[src/rtl/intr_pkg.sv]
// Shared definitions for the interrupt priority arbiter: FSM encodings and
// default sizing of the interrupt line set.
package intr_pkg;

  localparam int NUM_INTR_DEF = 16;
  localparam int PRIO_W_DEF   = 4;

  typedef enum logic [2:0] {
    S_NOINTR   = 3'b000,
    S_INTR_ACT = 3'b001,
    S_WAITING  = 3'b010
  } state_e;

endpackage

[src/rtl/intr_prio_sel.sv]
// Combinational winner selection: highest priority among eligible lines,
// with lower indices winning ties.
module intr_prio_sel #(
  parameter int NUM_INTR = 16,
  parameter int PRIO_W   = 4,
  parameter int WIDTH    = $clog2(NUM_INTR)
) (
  input  logic [NUM_INTR*PRIO_W-1:0] prio_flat,
  input  logic [NUM_INTR-1:0]        eligible,
  output logic                       any_eligible,
  output logic [WIDTH-1:0]           winner
);

  logic [PRIO_W-1:0] best_prio;

  // Strict '>' keeps the first (lowest-index) line among equal priorities.
  // Eligible lines never have priority 0, so the first one always beats the seed.
  always_comb begin
    best_prio    = '0;
    winner       = '0;
    any_eligible = 1'b0;
    for (int k = 0; k < NUM_INTR; k++) begin
      if (eligible[k] && (prio_flat[k*PRIO_W +: PRIO_W] > best_prio)) begin
        best_prio    = prio_flat[k*PRIO_W +: PRIO_W];
        winner       = WIDTH'(k);
        any_eligible = 1'b1;
      end
    end
  end

endmodule

[src/rtl/intr_prio_arbiter.sv]
// Interrupt service sequencer: sticky pending capture, priority selection,
// valid/serviced handshake and a post-service hold-off window.
module intr_prio_arbiter
  import intr_pkg::*;
#(
  parameter int NUM_INTR = NUM_INTR_DEF,
  parameter int WIDTH    = $clog2(NUM_INTR),
  parameter int PRIO_W   = PRIO_W_DEF,
  parameter int HOLDOFF  = 2
) (
  input  logic                       pclk_i,
  input  logic                       prst_i,
  input  logic [NUM_INTR*PRIO_W-1:0] prio_flat_i,
  input  logic [NUM_INTR-1:0]        intr_active_i,
  input  logic                       intr_serviced_i,
  output logic [WIDTH-1:0]           intr_to_service_o,
  output logic                       intr_valid_o,
  output logic [NUM_INTR-1:0]        pending_o
);

  localparam int CNT_W = (HOLDOFF > 1) ? $clog2(HOLDOFF) : 1;

  state_e              state_q, state_d;
  logic [CNT_W-1:0]    cnt_q, cnt_d;
  logic [NUM_INTR-1:0] pending_q, eligible, clr;
  logic [WIDTH-1:0]    winner, idx_d;
  logic                any_eligible, valid_d;

  // A priority of zero masks a line without dropping its pending bit.
  always_comb begin
    eligible = '0;
    for (int k = 0; k < NUM_INTR; k++) begin
      eligible[k] = pending_q[k] && (prio_flat_i[k*PRIO_W +: PRIO_W] != '0);
    end
  end

  intr_prio_sel #(
    .NUM_INTR (NUM_INTR),
    .PRIO_W   (PRIO_W),
    .WIDTH    (WIDTH)
  ) u_sel (
    .prio_flat    (prio_flat_i),
    .eligible     (eligible),
    .any_eligible (any_eligible),
    .winner       (winner)
  );

  always_ff @(posedge pclk_i) begin
    if (!prst_i) begin
      state_q           <= S_NOINTR;
      cnt_q             <= '0;
      pending_q         <= '0;
      intr_to_service_o <= '0;
      intr_valid_o      <= 1'b0;
    end else begin
      state_q           <= state_d;
      cnt_q             <= cnt_d;
      pending_q         <= (pending_q | intr_active_i) & ~clr;
      intr_to_service_o <= idx_d;
      intr_valid_o      <= valid_d;
    end
  end

  always_comb begin
    state_d = state_q;
    case (state_q)
      S_NOINTR:   if (any_eligible)    state_d = S_INTR_ACT;
      S_INTR_ACT: if (intr_serviced_i) state_d = S_WAITING;
      S_WAITING:  if (cnt_q == '0)     state_d = S_NOINTR;
      default:                         state_d = S_NOINTR;
    endcase
  end

  // The presented index is held (not cleared) once serviced.
  always_comb begin
    idx_d   = intr_to_service_o;
    valid_d = intr_valid_o;
    cnt_d   = cnt_q;
    clr     = '0;
    case (state_q)
      S_NOINTR: begin
        if (any_eligible) begin
          idx_d   = winner;
          valid_d = 1'b1;
        end
      end
      S_INTR_ACT: begin
        if (intr_serviced_i) begin
          valid_d                = 1'b0;
          clr[intr_to_service_o] = 1'b1;
          cnt_d                  = CNT_W'(HOLDOFF - 1);
        end
      end
      S_WAITING: begin
        valid_d = 1'b0;
        if (cnt_q != '0) cnt_d = cnt_q - CNT_W'(1);
      end
      default: valid_d = 1'b0;
    endcase
  end

  assign pending_o = pending_q;

endmodule

[config.mk]
export PLATFORM = sky130hd
export DESIGN_NAME = intr_prio_arbiter
export DESIGN_NICKNAME = d
export VERILOG_FILES = /design/src/rtl/intr_pkg.sv /design/src/rtl/intr_prio_sel.sv /design/src/rtl/intr_prio_arbiter.sv
export SDC_FILE = /design/constraint.sdc
export NUM_CORES = 1
export LEC_CHECK = 0
export ABC_AREA = 1
export BUFFER_PORTS_ARGS = -buffer_cell sky130_fd_sc_hd__clkbuf_2
export CAP_MARGIN = 20
export CORE_MARGIN = 5
export CORE_UTILIZATION = 25
export CTS_BUF_LIST = sky130_fd_sc_hd__clkbuf_4
export DETAILED_ROUTE_END_ITERATION = 8
export GPL_ROUTABILITY_DRIVEN = 0
export PLACE_DENSITY = 0.45
export SYNTH_ARGS = -nofsm -noshare
export SYNTH_HDL_FRONTEND = slang
export SYNTH_SLANG_ARGS = --single-unit
export TNS_END_PERCENT = 10
[constraint.sdc]
create_clock -name pclk_i -period 19.95 [get_ports pclk_i]
set_input_delay 1.995 -clock pclk_i [delete_from_list [all_inputs] [get_ports pclk_i]]
set_output_delay 1.995 -clock pclk_i [all_outputs]
set_load 0.005 [all_outputs]
**Word level (Yosys, flattened, before mapping)**

Index checks and enable logic that the tools add are counted.

- Register bits: 25
- Bits of input ports: 83
- Logic and storage cells: 147

- Add/subtract/negate cells: 1
- Magnitude comparators: 18
- Equal/unequal tests: 5
- Muxes and demuxes: 60
- Bitwise operators: 3
- Reductions and logical operators: 55

Operators with widths:

| operator | count |
|---|---|
| $mux 4 | 23 |
| $reduce_bool 4->1 | 16 |
| $gt 4x4->1 | 15 |
| $logic_and 1x1->1 | 33 |
| $mux 16 | 2 |
| $mux 1 | 22 |
| $mux 3 | 7 |
| $and 16x16->16 | 1 |
| $not 16->16 | 1 |
| $or 16x16->16 | 1 |
| $pmux 3 s3 | 1 |
| $ne 2x2->1 const B | 3 |
| $reduce_and 2->1 | 3 |
| $lt 4x5->1 const B | 1 |
| $demux 1 s4 | 1 |
| $ge 4x1->1 const B | 1 |
| $gt 4x1->1 const B | 1 |
| $mux 2 | 2 |
| $pmux 1 s2 | 2 |
| $eq 3x1->1 const B | 1 |
| $eq 3x2->1 const B | 1 |
| $logic_not 3->1 | 1 |
| $reduce_and 3->1 | 1 |
| $reduce_bool 2->1 | 1 |
| $sub 1x1->1 const B | 1 |

**Depth between registers and ports, before layout**

Gate-level depths: netlist of the first run.

- Word-level depth: 51
- Depth in mapped cells: 138
- Mapped depth without buffers: 131

**Cells and area by module**

From an unflattened synthesis of the first run, not the netlist that was laid out.

- Cell total of the unflattened synthesis: 707
- Area, all modules: 4,344.2 um^2

Modules (own cells, without submodules):

| module | instances | cells an instance | area an instance (um^2) | seq. area each (um^2) |
|---|---|---|---|---|
| intr_prio_sel | 1 | 520 | 3,108.0 | 0.0 |
| intr_prio_arbiter | 1 | 187 | 1,236.2 | 480.5 |

**Worst setup path before layout of the first run**

No wires, ideal clock.

- Path kind: input -> register
- Start point: input prio_flat_i[0]
- End point: register intr_to_service_o[1]
- Setup time: 0.113 ns
- Arrival: 17.097 ns
- Data required time: 19.837 ns
- Path slack: 2.740 ns
- Stages on the path: 134
- Path buffers: 7
- Cell sequence: o41ai_1 > inv_1 > nand2_1 > inv_1 > ha_1 > nand2_1 > nor2_1 > nor2_2 > nand2_2 > nand2_1 > o21ai_0 > ha_1 > inv_1 > o21bai_1 > nand4_1 > nand2_2 > nand2_4 > nand2_1 > [98 not listed] > o21ai_0 > o2111ai_1 > buf_4 > nand2_1 > o21ai_1 > ha_1 > nand2_1 > inv_1 > nand2_1 > o211ai_1 > nand4_1 > inv_1 > nor4_1 > nand3_2 > nand2_2 > nand2_1 > nand2_1 > nor2_1

- Cells in the longest elaborated chain, start to end: 50
- Elaborated cells between the ends (all ways): 80
- Classes of those cells: order compare (16); mux (45); reduce/logical (19)

RTL lines:

| element | RTL line | text |
|---|---|---|
| start: declaration | intr_prio_arbiter.sv:13 | `input logic [NUM_INTR*PRIO_W-1:0] prio_flat_i,` |
| parallel branches: the longest is 50 deep, another holds $gt 4x1->1 | n/a |  |
| end signal: assignment | intr_prio_arbiter.sv:59 | `intr_to_service_o <= idx_d;` |
| end: declaration | intr_prio_arbiter.sv:16 | `output logic [WIDTH-1:0] intr_to_service_o,` |

Several ways; the timed one is not identified.
A chain may end at the register's enable or synchronous reset.

**Worst setup path in the final report of the first run**

- Start point: input prio_flat_i[0]
- End point: register intr_to_service_o[0]

The elaborated chain is that of the path after synthesis.

==> results of run 1 <==
[worst max path at each step]
stage	start	to	slack (ns)	cells past startpoint
2_1_floorplan	prio_flat_i[0]	intr_to_service_o[1]	2.74	134
3_3_place_gp	prio_flat_i[0]	intr_to_service_o[0]	0.52	115
3_5_place_dp	prio_flat_i[0]	intr_to_service_o[1]	0.63	116
4_1_cts	prio_flat_i[0]	intr_to_service_o[0]	0.91	116
5_1_grt	prio_flat_i[0]	intr_to_service_o[1]	0.04	125
6_report	prio_flat_i[0]	intr_to_service_o[0]	1.92	121
[where the power goes]
part           internal, W  total (W)  switching (W)
registers        0.0000574  0.0000686      0.0000113
logic             0.000266   0.000692       0.000426
clock network   0.00000707  0.0000217      0.0000147
[critical path, delay by kind of cell]
kind            cells  cell delay [ns]
simple gates       59             6.20
compound gates     28             4.20
buf+inv            19             1.25
fa+ha+maj          15             4.59
[what timing repair did]
action / CTS / global route
resized for setup: 0 / 11
buffers inserted: 0 / 3
endpoints found under the setup margin: 0 / 6
[area by class of cell]
cell class | count | area share
clock buffers | 3 | 0.00465
well taps | 216 | 0.0558
flip-flops and latches | 24 | 0.0991
repair buffers | 106 | 0.111
multi-input cells | 495 | 0.647
inverters | 107 | 0.0829
[state kept, by name, summed over array words and instances, names as in the netlist]
name and flops:
cnt_q 1, intr_to_service_o 4, intr_valid_o 1, pending_o 16
state_q 2
[metal layers]
layer  vias to the layer above  wire length, um  share of wire
met2                        76             5380           0.46
met3                         6              530          0.045
li1                       2324                -              -
met4                         2               96         0.0082
met5                         -                7        0.00060
met1                      1801             5670           0.49
[kinds of logic after synthesis]
group,count (synthesis),share of synthesized area
and+or+nand+nor,329,0.440
AOI/OAI and AO/OA,120,0.182
buffers and inverters,116,0.118
adders and majority gates,46,0.142
DFF,24,0.118
[through the flow]
| step | hold WS (ns) | utilization |
|---|---|---|
| floorplan | 0.447 | - |
| global placement | 0.485 | 0.300 |
| detailed placement | 0.486 | 0.300 |
| CTS | 0.507 | 0.302 |
| global route | 0.537 | 0.305 |
| finish | 0.500 | 0.305 |
[cell usage after synthesis, drive strengths merged]
cell,number
a21oi,19
ha,46
o21ai,56
nand3b,1
o21a,1
clkbuf,2
o41ai,13
nand3,79
nor4,1
or4,2
nor2,54
inv,107
o2111ai,1
nand4,11
o32ai,1
a31oi,2
o22ai,3
a21boi,1
dfxtp,24
nand2,177
buf,7
o21bai,22
o211ai,1
nor3,4
==> impl_metrics.tcl, run 1 <==
set metrics [dict create \
    die_area_um2 18900 \
    antenna_left 0 \
    worst_pin_slew_ns 0.706 \
    synth_area_leaders "ha_1, nand2_1, dfxtp_1" \
    row_count 46 \
    crit_arrival_ns 18.25 \
    start_kind "primary input" \
    coreArea_um2 15900 \
    critPathKind "primary input to flip-flop" \
    antennaDiodeCount 0 \
    antenna_found_initial 1 \
    synth_area_per_cell_um2 6.39 \
    cts_tree "done" \
    hold_viol 0 \
    r2r_cells 119 \
    grt_overflow_total 0 \
    met2_usage 0.213 \
    finalPower_w 0.000783 \
    synth_top_area_share 0.142 \
    status "complete, no violations" \
    grtUsageTotal 0.123 \
    powerDensity_nw_per_um2 161 \
    place_ws_ns 0.628 \
    fin_cells 951 \
    timing.rr.start "pending_o[0]" \
    drc 0 \
    ys_warn_count 0 \
    via_count 4209 \
    synth_nets 764 \
    finalNetCount 866 \
    met1_usage 0.168 \
    fmax_mhz 55.5 \
    start_util 0.256 \
    whs_path_depth 2 \
    grtUsageMet3 0.0117 \
    root_buffer "clkbuf_4" \
    synth_top_cell_by_area "ha_1" \
    drt_iter0_drc 189 \
    maxSlewHeadroom 0.526 \
    clk_pin_slew_ns 0.13 \
    dpl.cell_count 945 \
    clock-skew-final_ns 0.00814 \
    synthDistinctLibCells 35 \
    htreeDepth 1 \
    multi_input_area_um2 3130 \
    viasPerCell 4.43 \
    endpoint_kind "flip-flop" \
    crit_required_ns 20.17 \
    yosysSeqAreaShare 0.118 \
    grt_pass1_vias 4198 \
    hp-start "intr_valid_o" \
    grt_max_degree 19 \
    top_usage_layer "met2" \
    mostFrequentLayoutCell "nand2_1" \
    post-dp-hpwl_um 10400 \
    synthToLayoutAreaGrowth_pct 19.4 \
    min_period_over_period 0.904 \
    dieHeight_um 137 \
    cts_buffer_depth 2 \
    syn-cell-area_um2 4060 \
    drv_cap 0 \
    rsz0062_at_grt "false" \
    r2r_setup_slack_ns 3.51 \
    wl_um 11700 \
    ys_ff_latch 24 \
    final_area_um2 4850 \
    fill_cells 1815 \
    p_leak_nw 2.73 \
    dr.pass1.iters 4 \
    hold_end "intr_valid_o" \
    synth_cells 635 \
    fin_crit_ns 18.03 \
    final_cell_mix "nand2_1, inv_1, clkbuf_2" \
    fin_tns_setup_ns 0 \
    path_common_cell "nand2_4" \
    cts.sinks 24 \
    hold_class "flip-flop to flip-flop" \
    drive_above_1_share 0.283 \
    seq_area_um2 480 \
    cts_inserted_buffers 3 \
    crit_slowest_cell "o41ai_1" \
    grt_pass1_wl_um 19300 \
    cp_max_fo 12 \
    die_w_um 137 \
    cts_hold_buf 0 \
    drv_slew 0 \
    r2r-end "intr_to_service_o[0]" \
    setup_viol 0 \
    placed_area_um2 4770 \
    vdd_drop_max_uv 55.2 \
    io_buffers 103 \
    critPathMaxStageDelay_ns 0.35 \
    clk_latency_ns 0.32 \
    wl_per_cell_um 12.3 \
    fin_ws_ns 1.92 \
    ioPinCount 104 \
]
Note: power is estimated with default switching activity, not from simulation.
==> run 2, diff against run 1 <==
==> constraint.sdc (replaced) <==
create_clock -name pclk_i -period 17.9 [get_ports pclk_i]
set_input_delay 1.79 -clock pclk_i [delete_from_list [all_inputs] [get_ports pclk_i]]
set_output_delay 1.79 -clock pclk_i [all_outputs]
set_load 0.005 [all_outputs]
==> impl_metrics.tcl, run 2 (same netlist as run 1, synthesis figures left out) <==
set metrics [dict create \
    startpoint "prio_flat_i[2]" \
    min_period_over_period 0.922 \
    worst_pin_slew_ns 0.712 \
    antenna_left 0 \
    p_leak_nw 3.18 \
    final_area_um2 5710 \
    via_count 4524 \
    hold_class "flip-flop to flip-flop" \
    grt_pass1_wl_um 19800 \
    synthToLayoutAreaGrowth_pct 40.5 \
    crit_slowest_cell "o41ai_2" \
    cts_tree "done" \
    fill_cells 1787 \
    clk_latency_ns 0.30 \
    clk_pin_slew_ns 0.13 \
    crit_required_ns 18.12 \
    drt_iter0_drc 151 \
    dpl.cell_count 1020 \
    fin_crit_ns 16.50 \
    antennaDiodeCount 0 \
    cp_max_fo 10 \
    die_area_um2 18900 \
    endpoint_kind "flip-flop" \
    mostFrequentLayoutCell "nand2_1" \
    cts_inserted_buffers 3 \
    crit_arrival_ns 16.72 \
    root_buffer "clkbuf_4" \
    ioPinCount 104 \
    antenna_found_initial 0 \
    critPathKind "primary input to flip-flop" \
    fin_cells 1043 \
    placed_area_um2 5330 \
    fin_ws_ns 1.40 \
    post-route-util 0.359 \
    r2r-end "intr_to_service_o[3]" \
    place_ws_ns -0.0645 \
    largest_reg_flops 16 \
    dieHeight_um 137 \
    vdd_drop_max_uv 68.6 \
    setup_viol 0 \
    grt_pass1_vias 4355 \
    wl_um 12200 \
    cts_buffer_depth 2 \
    grt_overflow_total 0 \
    whs_path_depth 1 \
    row_count 46 \
    grt_max_degree 19 \
    drv_cap 0 \
    status "complete, no violations" \
    coreArea_um2 15900 \
    finalNetCount 958 \
    hp-start "state_q[1]" \
    start_util 0.256 \
    critPathMaxStageDelay_ns 0.37 \
    post-dp-hpwl_um 10700 \
    powerDensity_nw_per_um2 197 \
    grtUsageTotal 0.126 \
    htreeDepth 1 \
    fmax_mhz 60.6 \
    clock-skew-final_ns 0.00356 \
    final_cell_mix "nand2_1, clkbuf_2, inv_1" \
    hold_end "cnt_q" \
    dr.pass1.iters 6 \
    die_w_um 137 \
    drv_slew 0 \
    drc 0 \
    wl_per_cell_um 11.7 \
    io_buffers 103 \
    drive_above_1_share 0.399 \
    start_kind "primary input" \
    holdWs_ns 0.497 \
    timing.rr.start "pending_o[0]" \
    cts.sinks 24 \
    maxSlewHeadroom 0.522 \
    r2r_setup_slack_ns 2.77 \
    r2r_cells 129 \
    hold_viol 0 \
    viasPerCell 4.34 \
]
## run 2: changes by cell type in the layout (fill, tap and decap cells not counted), sizes merged
| cell | before | now |
|---|---|---|
| buf | 3 | 94 |
| nand2 | 177 | 178 |
## run 2: repair_timing
action	4_1_cts	5_1_grt
hold buffers	0	0
resized for setup	0	64
buffers inserted	0	19
setup endpoints to repair	0	6
## run 2: worst max path at each step
stage | to | slack, ns | cells after the start
3_3_place_gp | intr_to_service_o[0] | -0.06 | 126
4_1_cts | intr_to_service_o[3] | 0.23 | 125
6_report | intr_to_service_o[3] | 1.40 | 131
2_1_floorplan | intr_to_service_o[1] | 0.89 | 134
3_5_place_dp | intr_to_service_o[0] | -0.06 | 125
5_1_grt | intr_to_service_o[0] | -0.11 | 132
## run 2: cell type report
| cell class | instances | area [um2] | area share |
|---|---|---|---|
| Tap cell | 216 | 270 | 0.0474 |
| Inverter | 107 | 402 | 0.0704 |
| Sequential cell | 24 | 480 | 0.0842 |
| Clock buffer | 3 | 22.5 | 0.00395 |
| Multi-Input combinational cell | 496 | 3310 | 0.580 |
| Timing Repair Buffer | 197 | 1220 | 0.214 |
## run 2: through the flow
| stage | power [W] | TNS [ns] |
|---|---|---|
| 2_1_floorplan | 0.000708 | 0 |
| 3_3_place_gp | 0.000999 | -0.161 |
| 3_5_place_dp | 0.000997 | -0.186 |
| 4_1_cts | 0.00102 | 0 |
| 5_1_grt | 0.00127 | -0.443 |
| 6_report | 0.00113 | 0 |
## run 2: routing by layer
metal  track usage  wire length, um  up-vias
li1              -                -     2503
met3       0.00950              446        2
met1         0.177             6010     1949
met5             0                0        -
met2         0.216             5720       70
met4        0.0150               48        0
## run 2: worst max-delay path: cells and delay by family
family | cells | cell delay (ns)
AO/OA/AOI/OAI | 29 | 3.37
AND/OR/NAND/NOR | 60 | 5.12
buffers and inverters | 27 | 2.15
adder cells (fa/ha/maj) | 15 | 4.23
## run 2: power by group
group	leakage, nW	internal (W)	switching, W
Combinational	2.96	0.000484	0.000543
Clock	0.0138	0.00000785	0.0000153
Sequential	0.201	0.0000639	0.0000125
Total	3.18	0.000555	0.000571
